--- src/rtl/timer_reload_ctrl.sv ---
// timer_reload_ctrl
// Control and sequencing front-end for TIMERCOUNTER_UNIT. Holds the CPU
// programmed reload, prescaler and control registers, loads the 16-bit
// reload through the unit's MSB/LSB strobes, gates counting through a
// prescaler and turns rising edges of TIMER_OV into a level interrupt with
// optional auto-reload.
module timer_reload_ctrl #(
  parameter int PRESC_W = 8  // 1..8; tick period is PRESC+1 cycles
) (
  input  logic       CLK,
  input  logic       CPU_Reset_n,
  input  logic       CFG_WR,
  input  logic [1:0] CFG_ADDR,
  input  logic [7:0] CFG_DATA,
  input  logic       IRQ_ACK,
  input  logic       TIMER_OV,
  output logic       TIMER_WR_MSB,
  output logic [7:0] TIMER_MSB,
  output logic       TIMER_WR_LSB,
  output logic [7:0] TIMER_LSB,
  output logic       TIMERCOUNTER_EN,
  output logic       TIMERCOUNTER_MODE,
  output logic       TIMER_IRQ,
  output logic [7:0] STATUS
);

  typedef enum logic [2:0] {
    S_IDLE     = 3'd0,
    S_LOAD_MSB = 3'd1,
    S_LOAD_LSB = 3'd2,
    S_SETTLE   = 3'd3,
    S_RUN      = 3'd4,
    S_DONE     = 3'd5
  } state_t;

  localparam logic [1:0] ADDR_RLD_LSB = 2'd0;
  localparam logic [1:0] ADDR_RLD_MSB = 2'd1;
  localparam logic [1:0] ADDR_CTRL    = 2'd2;
  localparam logic [1:0] ADDR_PRESC   = 2'd3;

  // Control register bit positions
  localparam int CTRL_START  = 0;
  localparam int CTRL_MODE   = 1;
  localparam int CTRL_AUTO   = 2;
  localparam int CTRL_IRQ_EN = 3;

  logic [15:0]        reload_q;
  logic [PRESC_W-1:0] presc_q;
  logic [PRESC_W-1:0] presc_cnt;
  logic               mode_q;
  logic               auto_q;
  logic               irq_en_q;

  state_t             state;
  state_t             state_nxt;

  logic               ov_q;
  logic               irq_pend;
  logic               overrun;

  logic               ctrl_wr;
  logic               in_run;
  logic               tick;
  logic               ov_event;
  logic               busy;

  // A control write always redirects the sequencer: START=1 (re)starts a
  // load sequence from any state, START=0 parks it in IDLE.
  assign ctrl_wr  = CFG_WR && (CFG_ADDR == ADDR_CTRL);

  assign in_run   = (state == S_RUN);

  // The >= compare (rather than ==) still produces a tick when the
  // prescaler is lowered below the running count.
  assign tick     = in_run && (presc_cnt >= presc_q);

  // ov_q holds the previous TIMER_OV; SETTLE gives it one cycle to pick up
  // the freshly loaded counter's flag so a reload of 0 is not an event.
  assign ov_event = in_run && TIMER_OV && !ov_q;

  assign busy     = (state != S_IDLE) && (state != S_DONE);

  // CPU-visible configuration registers
  always_ff @(posedge CLK or negedge CPU_Reset_n) begin
    if (!CPU_Reset_n) begin
      reload_q <= '0;
      presc_q  <= '0;
      mode_q   <= 1'b0;
      auto_q   <= 1'b0;
      irq_en_q <= 1'b0;
    end else if (CFG_WR) begin
      unique case (CFG_ADDR)
        ADDR_RLD_LSB: reload_q[7:0]  <= CFG_DATA;
        ADDR_RLD_MSB: reload_q[15:8] <= CFG_DATA;
        ADDR_CTRL: begin
          mode_q   <= CFG_DATA[CTRL_MODE];
          auto_q   <= CFG_DATA[CTRL_AUTO];
          irq_en_q <= CFG_DATA[CTRL_IRQ_EN];
        end
        ADDR_PRESC:   presc_q <= CFG_DATA[PRESC_W-1:0];
      endcase
    end
  end

  // Sequencer state register
  always_ff @(posedge CLK or negedge CPU_Reset_n) begin
    if (!CPU_Reset_n) begin
      state <= S_IDLE;
    end else begin
      state <= state_nxt;
    end
  end

  // Next-state decode; strobes and enable are pure functions of the state so
  // they drop as soon as reset forces the state register back to IDLE.
  always_comb begin
    state_nxt       = state;
    TIMER_WR_MSB    = 1'b0;
    TIMER_WR_LSB    = 1'b0;
    TIMERCOUNTER_EN = 1'b0;

    case (state)
      S_LOAD_MSB: begin
        TIMER_WR_MSB = 1'b1;
        state_nxt    = S_LOAD_LSB;
      end
      S_LOAD_LSB: begin
        TIMER_WR_LSB = 1'b1;
        state_nxt    = S_SETTLE;
      end
      S_SETTLE: begin
        state_nxt = S_RUN;
      end
      S_RUN: begin
        TIMERCOUNTER_EN = tick;
        if (ov_event) begin
          state_nxt = auto_q ? S_LOAD_MSB : S_DONE;
        end
      end
      default: begin
        state_nxt = state;
      end
    endcase

    if (ctrl_wr) begin
      state_nxt = CFG_DATA[CTRL_START] ? S_LOAD_MSB : S_IDLE;
    end
  end

  // Prescaler: free-runs only in RUN, restarting on every tick
  always_ff @(posedge CLK or negedge CPU_Reset_n) begin
    if (!CPU_Reset_n) begin
      presc_cnt <= '0;
    end else if (!in_run || tick) begin
      presc_cnt <= '0;
    end else begin
      presc_cnt <= presc_cnt + PRESC_W'(1);
    end
  end

  // Overflow edge baseline, tracking TIMER_OV every cycle
  always_ff @(posedge CLK or negedge CPU_Reset_n) begin
    if (!CPU_Reset_n) begin
      ov_q <= 1'b0;
    end else begin
      ov_q <= TIMER_OV;
    end
  end

  // Pending interrupt and sticky overrun; a new event beats IRQ_ACK
  always_ff @(posedge CLK or negedge CPU_Reset_n) begin
    if (!CPU_Reset_n) begin
      irq_pend <= 1'b0;
      overrun  <= 1'b0;
    end else begin
      if (ov_event && irq_en_q) begin
        irq_pend <= 1'b1;
      end else if (IRQ_ACK) begin
        irq_pend <= 1'b0;
      end

      if (ov_event && irq_pend) begin
        overrun <= 1'b1;
      end else if (IRQ_ACK) begin
        overrun <= 1'b0;
      end
    end
  end

  assign TIMER_MSB         = reload_q[15:8];
  assign TIMER_LSB         = reload_q[7:0];
  assign TIMERCOUNTER_MODE = mode_q;
  assign TIMER_IRQ         = irq_pend;
  assign STATUS            = {2'b00, overrun, auto_q, mode_q, irq_pend,
                              (state == S_DONE), busy};

endmodule

--- config.mk ---
export PLATFORM = sky130hd
export DESIGN_NAME = timer_reload_ctrl
export DESIGN_NICKNAME = d
export VERILOG_FILES = /design/src/rtl/timer_reload_ctrl.sv
export SDC_FILE = /design/constraint.sdc
export NUM_CORES = 1
export LEC_CHECK = 0
export ABC_AREA = 1
export CELL_PAD_IN_SITES_DETAIL_PLACEMENT = 1
export CELL_PAD_IN_SITES_GLOBAL_PLACEMENT = 2
export CORE_MARGIN = 2
export CORE_UTILIZATION = 31
export CTS_CLUSTER_SIZE = 28
export DETAILED_ROUTE_END_ITERATION = 12
export HOLD_SLACK_MARGIN = 0.03
export PLACE_DENSITY = 0.79
export SLEW_MARGIN = 15
export SYNTH_ARGS = -nofsm -noshare
export SYNTH_HDL_FRONTEND = slang
export SYNTH_SLANG_ARGS = --single-unit
--- constraint.sdc ---
create_clock -name CLK -period 1.59 [get_ports CLK]
set_clock_uncertainty 0.1 [all_clocks]
set_input_delay 0.318 -clock CLK [delete_from_list [all_inputs] [get_ports CLK]]
set_output_delay 0.318 -clock CLK [all_outputs]
set_load 0.05 [all_outputs]
==> results_dict.tcl <==
set metrics [dict create \
    r2r_start "presc_q[3]$_DFFE_PN0P_" \
    vias 1729 \
    yosysUniqueCellTypes 26 \
    multiInputGateArea_um2 987.2 \
    hold_viol_final 0 \
    tns_ps -2517 \
    power_density_mw_per_mm2 1364 \
    crit_type "reg2out" \
    hp-start "presc_q[7]$_DFFE_PN0P_" \
    insertion_delay_ps 300 \
    final_nets 322 \
    gr-total-overflow 0 \
    leakagePower_nw 1.601 \
    grt_use_total_pct 15.04 \
    synthArstFlopShare_pct 100.0 \
    seq_area_mm2 0.001027 \
    areaGrowthSynthToFinish_pct 61.72 \
    yosys_warnings 0 \
    failed_checks "setup timing" \
    ant_nets 0 \
    synth-compound-area-share_pct 12.20 \
    drv_cap 0 \
    status "finished with violations" \
    muxShareOfSynthArea_pct 0 \
    worstSetupStartpointType "flop" \
    ctsRootBufferMaster "clkbuf_8" \
    yosysTopAreaCellShare_pct 49.28 \
    synth_ff_type "dfrtp_1" \
    io_pins 44 \
    synth_area_mm2 0.002082 \
    routed_wl_um 5483 \
    fin_crit_ps 2169 \
    rows 29 \
    drt_iter0_markers 54 \
    die-area_mm2 0.007387 \
    clock_path_buffers 2 \
    ys_ff_latch 41 \
    final_layout_size_suffix_gt1_share_pct 43.14 \
    clock-sinks 41 \
    ys_seq_area_share_pct 49.28 \
    portBuffers 41 \
    vias_per_cell 4.598 \
    die_h_um 85.95 \
    dieWidth_um 85.95 \
    final.setup.worst_slack_ps -578.8 \
    syn-instance-count 224 \
    dp_worst_setup_slack_ps -236.8 \
    finalPower_mw 4.593 \
    synthTopCellsByCount "47 x nand2_1, 41 x dfrtp_1, 33 x inv_1" \
    synth-xor-area-share_pct 2.524 \
    min_path_type "reg2reg" \
    start_util_pct 32.42 \
    grt_pass1_wl_um 8700 \
    first_pass_iters 4 \
    grt_max_degree 42 \
    post_drt_wl_per_cell_um 14.58 \
    diodes 0 \
    yosys.cell_count.top_type "nand2_1" \
    finalSetupViolCount 13 \
    synth_edf_count 0 \
    clkTransAtPathRegs_ps 90 \
    crit_start "presc_cnt[3]$_DFF_PN0_" \
    cts_tree "done" \
    crit_arrival_ps 1750 \
    slew_violations 0 \
    grt_antenna_before_repair 0 \
    avgSynthCellArea_um2 9.295 \
    rsz0062_at_grt "yes" \
    drc 0 \
    fillerInstances 667 \
    core-area_mm2 0.006422 \
    synthTopCellsByArea "dfrtp_1 49%, nand2_1 8.5%, o21ai_2 7.6%" \
    hpwl_um 3585 \
    synthSimpleGateAreaFrac_pct 19.29 \
    synth-adder-area-share_pct 5.409 \
    grt_pass1_vias 1785 \
    cp.required_ps 1170 \
    fmax_ghz 0.4611 \
    htreeDepth 2 \
    fin_crit_sh_pct 136.4 \
    numCtsBuffers 5 \
    synth_top_family_by_area "simple AND/OR/NAND/NOR gates" \
    endpoint_kind "output pin" \
    globalplace.congestion 0.7609 \
    critPathMaxFanout 2 \
    synthDominantAreaCellType "dfrtp_1" \
    ir_worst_vdd_v 0.0006192 \
]
==> layer usage <==
layer  routed length (um)  up-vias  GRT usage, %
met5                    0        -             0
met4                   57        0         3.896
met3                  174        6         3.369
met2                 2691       31         23.11
met1                 2559      849         21.43
li1                     -      843             -
==> cell type report <==
type	count	area share, %
flip-flops and latches	41	30.51
repair buffers	77	29.77
multi-input cells	138	29.32
inverters	35	4.199
well taps	77	2.861
clock buffers	5	2.044
clock inverters	3	1.301
==> cells by family after synthesis <==
logic type | Yosys count
other | 1
flip-flops | 41
buffers and inverters | 46
AND/OR/NAND/NOR | 85
adder cells (fa/ha/maj) | 9
AO/OA/AOI/OAI | 36
XOR/XNOR | 6
==> through the flow <==
stage | area [um2] | hold slack (ps) | util, % | cells
CTS | 3168 | 394.7 | 49.33 | 364
global placement | 2972 | 213.3 | 46.27 | 351
finish | 3367 | 390.3 | 52.43 | 376
detailed placement | 2972 | 219.9 | 46.27 | 351
floorplan | 2105 | -77.59 | - | 225
global route | 3367 | 400.6 | 52.43 | 376
==> critical path, stage by stage, from the launching register on <==
cell and delay [ps]:
dfrtp_1 430, ha_4 300, nand2_4 50, nor2_2 110, nor2_1 60, nand2_1 70
nand2_2 80, a21oi_4 190, buf_12 150
==> path summary, 6_finish.rpt <==
kind	endpoint	slack, ps	cells after the start
hold reg to reg	presc_q[7]$_DFFE_PN0P_	390	2
setup / recovery	TIMERCOUNTER_EN	-580	8
hold / removal	presc_q[7]$_DFFE_PN0P_	390	2
max in group asynchronous	state[1]$_DFFE_PN0P_	750	3
setup reg to reg	presc_cnt[0]$_DFF_PN0_	-210	10
min in group asynchronous	reload_q[14]$_DFFE_PN0P_	410	3
==> flip-flops by register name, indices dropped and copies added (netlist names) <==
signal	cells
reload_q	16
presc_q	8
state	3
presc_cnt	8
overrun	1
ov_q	1
irq_en_q	1
TIMER_IRQ	1
TIMERCOUNTER_MODE	1
auto_q	1
==> cells in the final DEF (no fill, tap or decap), drive strengths merged <==
cell / netlist / final
nor3: 1 / 1
clkbuf: 0 / 5
clkdlybuf4s50: 0 / 13
dfrtp: 41 / 41
inv: 35 / 36
nand2: 48 / 48
clkinv: 0 / 1
a31oi: 1 / 1
dlygate4sd3: 0 / 1
o21ai: 30 / 30
buf: 11 / 63
o22ai: 2 / 2
ha: 9 / 9
nor2: 20 / 20
xor2: 5 / 5
a21o: 1 / 1
nand4: 1 / 1
conb: 1 / 2
bufinv: 0 / 1
xnor2: 1 / 1
nand3: 15 / 15
a21oi: 2 / 2
==> where the power goes <==
group	internal [mW]	switching, mW	total, mW
logic	1.08	1.27	2.34
clock network	0.471	0.396	0.867
registers	1.21	0.178	1.38
total	2.75	1.84	4.59
==> timing repair <==
item,4_1_cts,5_1_grt
gates resized for setup,17,24
hold buffers,1,0
endpoints found under the setup margin,7,13
hold endpoints to repair,41,0
buffers inserted,4,12
pin swaps,5,12
Note: power is estimated with default switching activity, not from simulation.
